**src/rtl/program_loader.sv**
```systemverilog
// program_loader: packs a byte stream into 32-bit instruction words (big-endian)
// and writes them to instruction memory starting at word 0. Loading ends after a
// HALT_WORD is written or after DEPTH words (overflow).
// Optional feature macro: PROGRAM_LOADER_CHECKSUM_EN (mod-256 sum of accepted bytes).
// All outputs are registered; memory samples the write bus on the following negedge.
module program_loader #(
    parameter int          DEPTH     = 32,
    parameter logic [31:0] HALT_WORD = 32'hFFFF_FFFF
) (
    input  logic        clk,
    input  logic        rst,
    input  logic        start,
    input  logic        in_valid,
    input  logic [7:0]  in_byte,
    output logic        in_ready,
    output logic        mem_wr,
    output logic [31:0] mem_addr,
    output logic [31:0] mem_data,
    output logic        busy,
    output logic        done,
    output logic        overflow,
    output logic [7:0]  checksum
);

    typedef enum logic [1:0] {
        IDLE  = 2'd0,
        RECV  = 2'd1,
        WRITE = 2'd2,
        DONE  = 2'd3
    } state_t;

    state_t      state_r;
    state_t      nextState_s;
    logic [1:0]  byteCnt_r;
    logic [23:0] asmWord_r;
    logic        accept_s;
    logic        lastAddr_s;
    logic        isHalt_s;
    logic        inReadyNxt_s;
    logic        memWrNxt_s;
    logic        busyNxt_s;
    logic        doneNxt_s;

    // in_ready is high exactly while in RECV, so this is the byte handshake
    assign accept_s   = in_ready & in_valid;
    assign lastAddr_s = (mem_addr == 32'(DEPTH - 1));
    assign isHalt_s   = (mem_data == HALT_WORD);

    // State register
    always_ff @(posedge clk) begin
        if (rst) begin
            state_r <= IDLE;
        end else begin
            state_r <= nextState_s;
        end
    end

    // Next-state decode; start is only honoured in IDLE and DONE
    always_comb begin
        nextState_s = state_r;
        case (state_r)
            IDLE: begin
                if (start) begin
                    nextState_s = RECV;
                end else begin
                    nextState_s = IDLE;
                end
            end
            RECV: begin
                if (accept_s && (byteCnt_r == 2'd3)) begin
                    nextState_s = WRITE;
                end else begin
                    nextState_s = RECV;
                end
            end
            WRITE: begin
                if (isHalt_s || lastAddr_s) begin
                    nextState_s = DONE;
                end else begin
                    nextState_s = RECV;
                end
            end
            DONE: begin
                if (start) begin
                    nextState_s = RECV;
                end else begin
                    nextState_s = DONE;
                end
            end
            default: begin
                nextState_s = IDLE;
            end
        endcase
    end

    // Output decode from the upcoming state so the registered flags line up with it
    always_comb begin
        inReadyNxt_s = 1'b0;
        memWrNxt_s   = 1'b0;
        busyNxt_s    = 1'b0;
        doneNxt_s    = 1'b0;
        case (nextState_s)
            IDLE: begin
                busyNxt_s = 1'b0;
            end
            RECV: begin
                inReadyNxt_s = 1'b1;
                busyNxt_s    = 1'b1;
            end
            WRITE: begin
                memWrNxt_s = 1'b1;
                busyNxt_s  = 1'b1;
            end
            DONE: begin
                doneNxt_s = 1'b1;
            end
            default: begin
                busyNxt_s = 1'b0;
            end
        endcase
    end

    // Registered status and handshake flags
    always_ff @(posedge clk) begin
        if (rst) begin
            in_ready <= 1'b0;
            mem_wr   <= 1'b0;
            busy     <= 1'b0;
            done     <= 1'b0;
        end else begin
            in_ready <= inReadyNxt_s;
            mem_wr   <= memWrNxt_s;
            busy     <= busyNxt_s;
            done     <= doneNxt_s;
        end
    end

    // Word assembly, write address and overflow tracking
    always_ff @(posedge clk) begin
        if (rst) begin
            byteCnt_r <= 2'd0;
            asmWord_r <= 24'd0;
            mem_addr  <= 32'd0;
            mem_data  <= 32'd0;
            overflow  <= 1'b0;
        end else begin
            case (state_r)
                IDLE, DONE: begin
                    if (start) begin
                        byteCnt_r <= 2'd0;
                        asmWord_r <= 24'd0;
                        mem_addr  <= 32'd0;
                        overflow  <= 1'b0;
                    end
                end
                RECV: begin
                    if (accept_s) begin
                        if (byteCnt_r == 2'd3) begin
                            mem_data  <= {asmWord_r, in_byte};
                            asmWord_r <= 24'd0;
                            byteCnt_r <= 2'd0;
                        end else begin
                            asmWord_r <= {asmWord_r[15:0], in_byte};
                            byteCnt_r <= byteCnt_r + 2'd1;
                        end
                    end
                end
                WRITE: begin
                    if (!isHalt_s) begin
                        if (lastAddr_s) begin
                            overflow <= 1'b1;
                        end else begin
                            mem_addr <= mem_addr + 32'd1;
                        end
                    end
                end
                default: begin
                    byteCnt_r <= byteCnt_r;
                end
            endcase
        end
    end

`ifdef PROGRAM_LOADER_CHECKSUM_EN
    // Running mod-256 sum of accepted bytes; cleared when a new load starts
    always_ff @(posedge clk) begin
        if (rst) begin
            checksum <= 8'h00;
        end else if (((state_r == IDLE) || (state_r == DONE)) && start) begin
            checksum <= 8'h00;
        end else if (accept_s) begin
            checksum <= checksum + in_byte;
        end else begin
            checksum <= checksum;
        end
    end
`else
    assign checksum = 8'h00;
`endif

endmodule
```
**config.mk**
```make
export PLATFORM = sky130hd
export DESIGN_NAME = program_loader
export DESIGN_NICKNAME = d
export VERILOG_FILES = /design/src/rtl/program_loader.sv
export SDC_FILE = /design/constraint.sdc
export NUM_CORES = 1
export LEC_CHECK = 0
export BUFFER_PORTS_ARGS = -buffer_cell sky130_fd_sc_hd__buf_2
export CORE_MARGIN = 2
export CORE_UTILIZATION = 31
export DETAILED_ROUTE_END_ITERATION = 16
export HOLD_SLACK_MARGIN = 0.05
export SYNTH_ARGS = -nofsm -noshare
export SYNTH_HDL_FRONTEND = slang
export SYNTH_SLANG_ARGS = --single-unit
```
**constraint.sdc**
```tcl
create_clock -name clk -period 2.2 [get_ports clk]
set_input_delay 0.11 -clock clk [delete_from_list [all_inputs] [get_ports clk]]
set_output_delay 0.11 -clock clk [all_outputs]
set_load 0.005 [all_outputs]
```
==> impl_metrics.csv <==
group,metric,value,unit
critical_path,criticalPathCategory,"reg -> reg",
final_layout,final_cell_mix,"dfxtp_1 (95), nand2_1 (86), buf_2 (80)",
synthesis,synth_compound_area_share,18.7,%
critical_path,cpPeakStageDelay,0.46,ns
clock_network,clock_tree.buffer_depth,2,
final_layout,fin_nets,709,
synthesis,synthesis.area,4630,sq um
critical_path,r2r-end,"busy$_SDFF_PP0_",
min_path,hold_path.class,"in -> reg",
power_and_ir_drop,power,3.55,mW
route,vias_per_cell,5.52,
timing,slew_headroom,59.7,%
synthesis,synthMuxAreaShare,0.459,%
min_path,holdPathEnd,"overflow$_SDFFE_PP0P_",
timing,tightest_slew,0.604,ns
power_and_ir_drop,ir_worst_vdd,0.454,mV
critical_path,cp-end-kind,"flop",
status,outcome,"complete, no violations",
route,drt-pass1-iter-count,5,
timing,period_share,96.3,%
floorplanning,fp.coreArea,14600,sq um
final_layout,layout_commonest_cell,"dfxtp_1",
synthesis,synth_top_family_by_area,"simple AND/OR/NAND/NOR gates",
power_and_ir_drop,p_leak,2.29,nW
final_layout,antennaDiodeCount,0,
critical_path,ff2ff_path_depth,8,
clock_network,path_clk_slew,0.07,ns
global_route,grt_overflow,0,
synthesis,ys.flop_type,"dfxtp_1",
synthesis,synth_cell_type_count,55,
route,wl_met2,7110,um
clock_network,root_buffer,"clkbuf_16",
timing,setup_slack,0.0815,ns
clock_network,clk_latency,0.35,ns
floorplanning,die_x,126,um
clock_network,cts_tree,"yes",
final_layout,drive_gt1_share,25.3,%
route,drc,0,
floorplanning,rows,44,
synthesis,syn_area_per_cell,8.07,sq um
global_route,grt_max_degree,100,
timing,post-route-min-period,2.12,ns
synthesis,async_flop_share,0,%
timing,rsz0062_at_grt,"yes",
floorplanning,io_pins,89,
critical_path,reg2reg_from,"state_r[1]$_SDFF_PP0_",
place,place_congestion,0.841,
place,dpl.hpwl,9500,um
synthesis,syn_inst,574,
synthesis,yosys_warnings,0,
place,io_buffer_count,80,
global_route,globalRouteTotalUtil,17.4,%
final_layout,utilization,41.0,%
timing,setup_violations,0,
timing,maxSlewViolCount,0,
synthesis,ys_ff_latch,97,
place,placed_area,5510,sq um
timing,fmax,0.472,GHz
min_path,worstHoldPathCells,3,
floorplanning,start_util,31.7,%
clock_network,cts.sink_count,97,
synthesis,yosys.area_share.adder,2.43,%
critical_path,critPathTopFamily,"simple AND/OR/NAND/NOR gates",
global_route,grt_pass1_wl,22900,um
place,dp_slack,-0.128,ns
critical_path,critPathMaxFanout,5,
synthesis,synth_simple_gate_area_share,30.0,%
critical_path,cp_num_buf_inv,1,
global_route,grt_pass1_vias,4543,
synthesis,yosysSeqAreaShare,41.9,%
route,wl,14200,um
route,drtIter0Drc,363,
synthesis,synth-edff-count,0,
power_and_ir_drop,pwr_density_cell,594,nW/um^2
route,wl_met1,6170,um
critical_path,arrival,2.34,ns
route,ant_nets,0,
timing,hold_ws,0.271,ns
min_path,min_from,"start",
clock_network,numCtsBuffers,9,
final_layout,areaGrowthSynthToFinish,29.0,%
floorplanning,die_y,126,um
floorplanning,die_area,15900,sq um
critical_path,crit_chain,"buf_6, ha_4, nor4b_4, nand4_1, or4_4, a31o_4, ha_1, nor2_1",
critical_path,cp.required,2.43,ns
final_layout,final_area,5970,sq um
clock_network,htree_levels,3,
route,wl_met3,808,um
route,vias,4838,
timing,fin_worst_skew,0.00651,ns
synthesis,synth-xor-area-share,0,%
critical_path,cp_slowest_cell,"or4_4",
critical_path,reg2reg_slack,0.08,ns
global_route,antenna_found_initial,0,
critical_path,start_kind,"flop",
route,avgRoutedWirePerCell,16.2,um
timing,hold_violations,0,
job,cap_violations,0,
route,route.top_layer_used,"met4",
-- worst max path at each step --
stage / start / cells after the start / to
detailed placement: state_r[0]$_SDFF_PP0_ / 7 / mem_addr[18]$_SDFFE_PP0P_
CTS: state_r[1]$_SDFF_PP0_ / 8 / in_ready$_SDFF_PP0_
global route: state_r[1]$_SDFF_PP0_ / 8 / in_ready$_SDFF_PP0_
floorplan: state_r[0]$_SDFF_PP0_ / 9 / busy$_SDFF_PP0_
global placement: state_r[0]$_SDFF_PP0_ / 7 / mem_addr[18]$_SDFFE_PP0P_
finish: state_r[1]$_SDFF_PP0_ / 8 / busy$_SDFF_PP0_
-- logic make-up (layout without fill, tap and decap cells) --
group,after synthesis,count (layout)
and+or+nand+nor,265,265
DFF,97,97
adders and majority gates,9,9
AOI/OAI and AO/OA,134,134
buffers and inverters,66,178
other,1,8
muxes,2,2
-- repair_timing --
item / CTS / global route
buffers inserted: 0 / 3
endpoints found under the hold margin: 16 / 0
pin swaps: 0 / 4
gates resized for setup: 4 / 9
hold buffers: 8 / 0
endpoints found under the setup margin: 15 / 36
cloned: 0 / 0
-- registers in the layout, summed over array words and instances, names as in the netlist --
name / cells
asmWord_r: 24
state_r: 2
in_ready: 1
mem_data: 32
done: 1
byteCnt_r: 2
mem_wr: 1
mem_addr: 32
busy: 1
overflow: 1
-- worst reg2reg max path: stages, from the launching register on --
cell	delay, ns
dfxtp_2	0.34
buf_6	0.10
ha_4	0.15
nor4b_4	0.21
nand4_1	0.16
or4_4	0.46
a31o_4	0.27
ha_1	0.27
nor2_1	0.03
-- synthesized netlist by cell type (2+ instances only) --
| cell type | count | area share (%) |
|---|---|---|
| a22oi_1 | 24 | 3.9 |
| nand2_1 | 86 | 7.0 |
| dfxtp_1 | 97 | 42 |
| nand3_1 | 33 | 3.6 |
| o311ai_1 | 7 | 1.3 |
| a31oi_1 | 15 | 2.0 |
| nor4b_1 | 7 | 1.3 |
| nor2_1 | 43 | 3.5 |
| nor3_1 | 4 | 0.43 |
| a2bb2oi_1 | 2 | 0.38 |
| o32ai_1 | 4 | 0.76 |
| a21oi_1 | 49 | 5.3 |
| ha_1 | 9 | 2.4 |
| o211ai_1 | 3 | 0.49 |
| clkbuf_1 | 26 | 2.1 |
| o21ai_1 | 10 | 1.1 |
| nor4b_2 | 2 | 0.65 |
| or4_1 | 6 | 0.97 |
| nor2b_1 | 8 | 1.1 |
| and2_1 | 3 | 0.41 |
| o21ai_0 | 6 | 0.65 |
| and3_1 | 9 | 1.2 |
| inv_1 | 18 | 1.5 |
| and4_1 | 8 | 1.5 |
| nor3b_1 | 7 | 1.1 |
| nand2b_1 | 4 | 0.54 |
| nor3_2 | 2 | 0.43 |
| nor4_1 | 6 | 0.81 |
| buf_1 | 7 | 0.57 |
| a211oi_1 | 2 | 0.32 |
| buf_2 | 5 | 0.54 |
| buf_4 | 9 | 1.5 |
| nand4_1 | 31 | 4.2 |
-- per-stage QoR --
step,std cells,TNS (ns)
2_1_floorplan,581,0
3_3_place_gp,850,-0.0338
3_5_place_dp,850,-0.997
4_1_cts,874,0
5_1_grt,877,-0.00481
6_report,877,0
-- power by group --
part	total [mW]	switching (mW)	internal (mW)	leakage [nW]
clock	1.57	0.727	0.845	0.141
combinational	0.206	0.134	0.0725	1.37
sequential	1.77	0.00773	1.76	0.783
total	3.55	0.868	2.68	2.29
-- area by class of cell --
type | instances | area, sq um
Tap cell | 184 | 230
Sequential cell | 97 | 1940
Clock inverter | 5 | 43.8
Clock buffer | 11 | 253
Fill cell | 1427 | 8610
Multi-Input combinational cell | 418 | 2490
Timing Repair Buffer | 144 | 941
Inverter | 18 | 70.1
-- metal layers --
metal | GRT usage [%] | vias up
li1 | - | 2309
met3 | 3.19 | 11
met2 | 29.7 | 191
met1 | 22.1 | 2327
met5 | 0 | -
met4 | 5.56 | 0
Power figures use the tool's default switching activity.
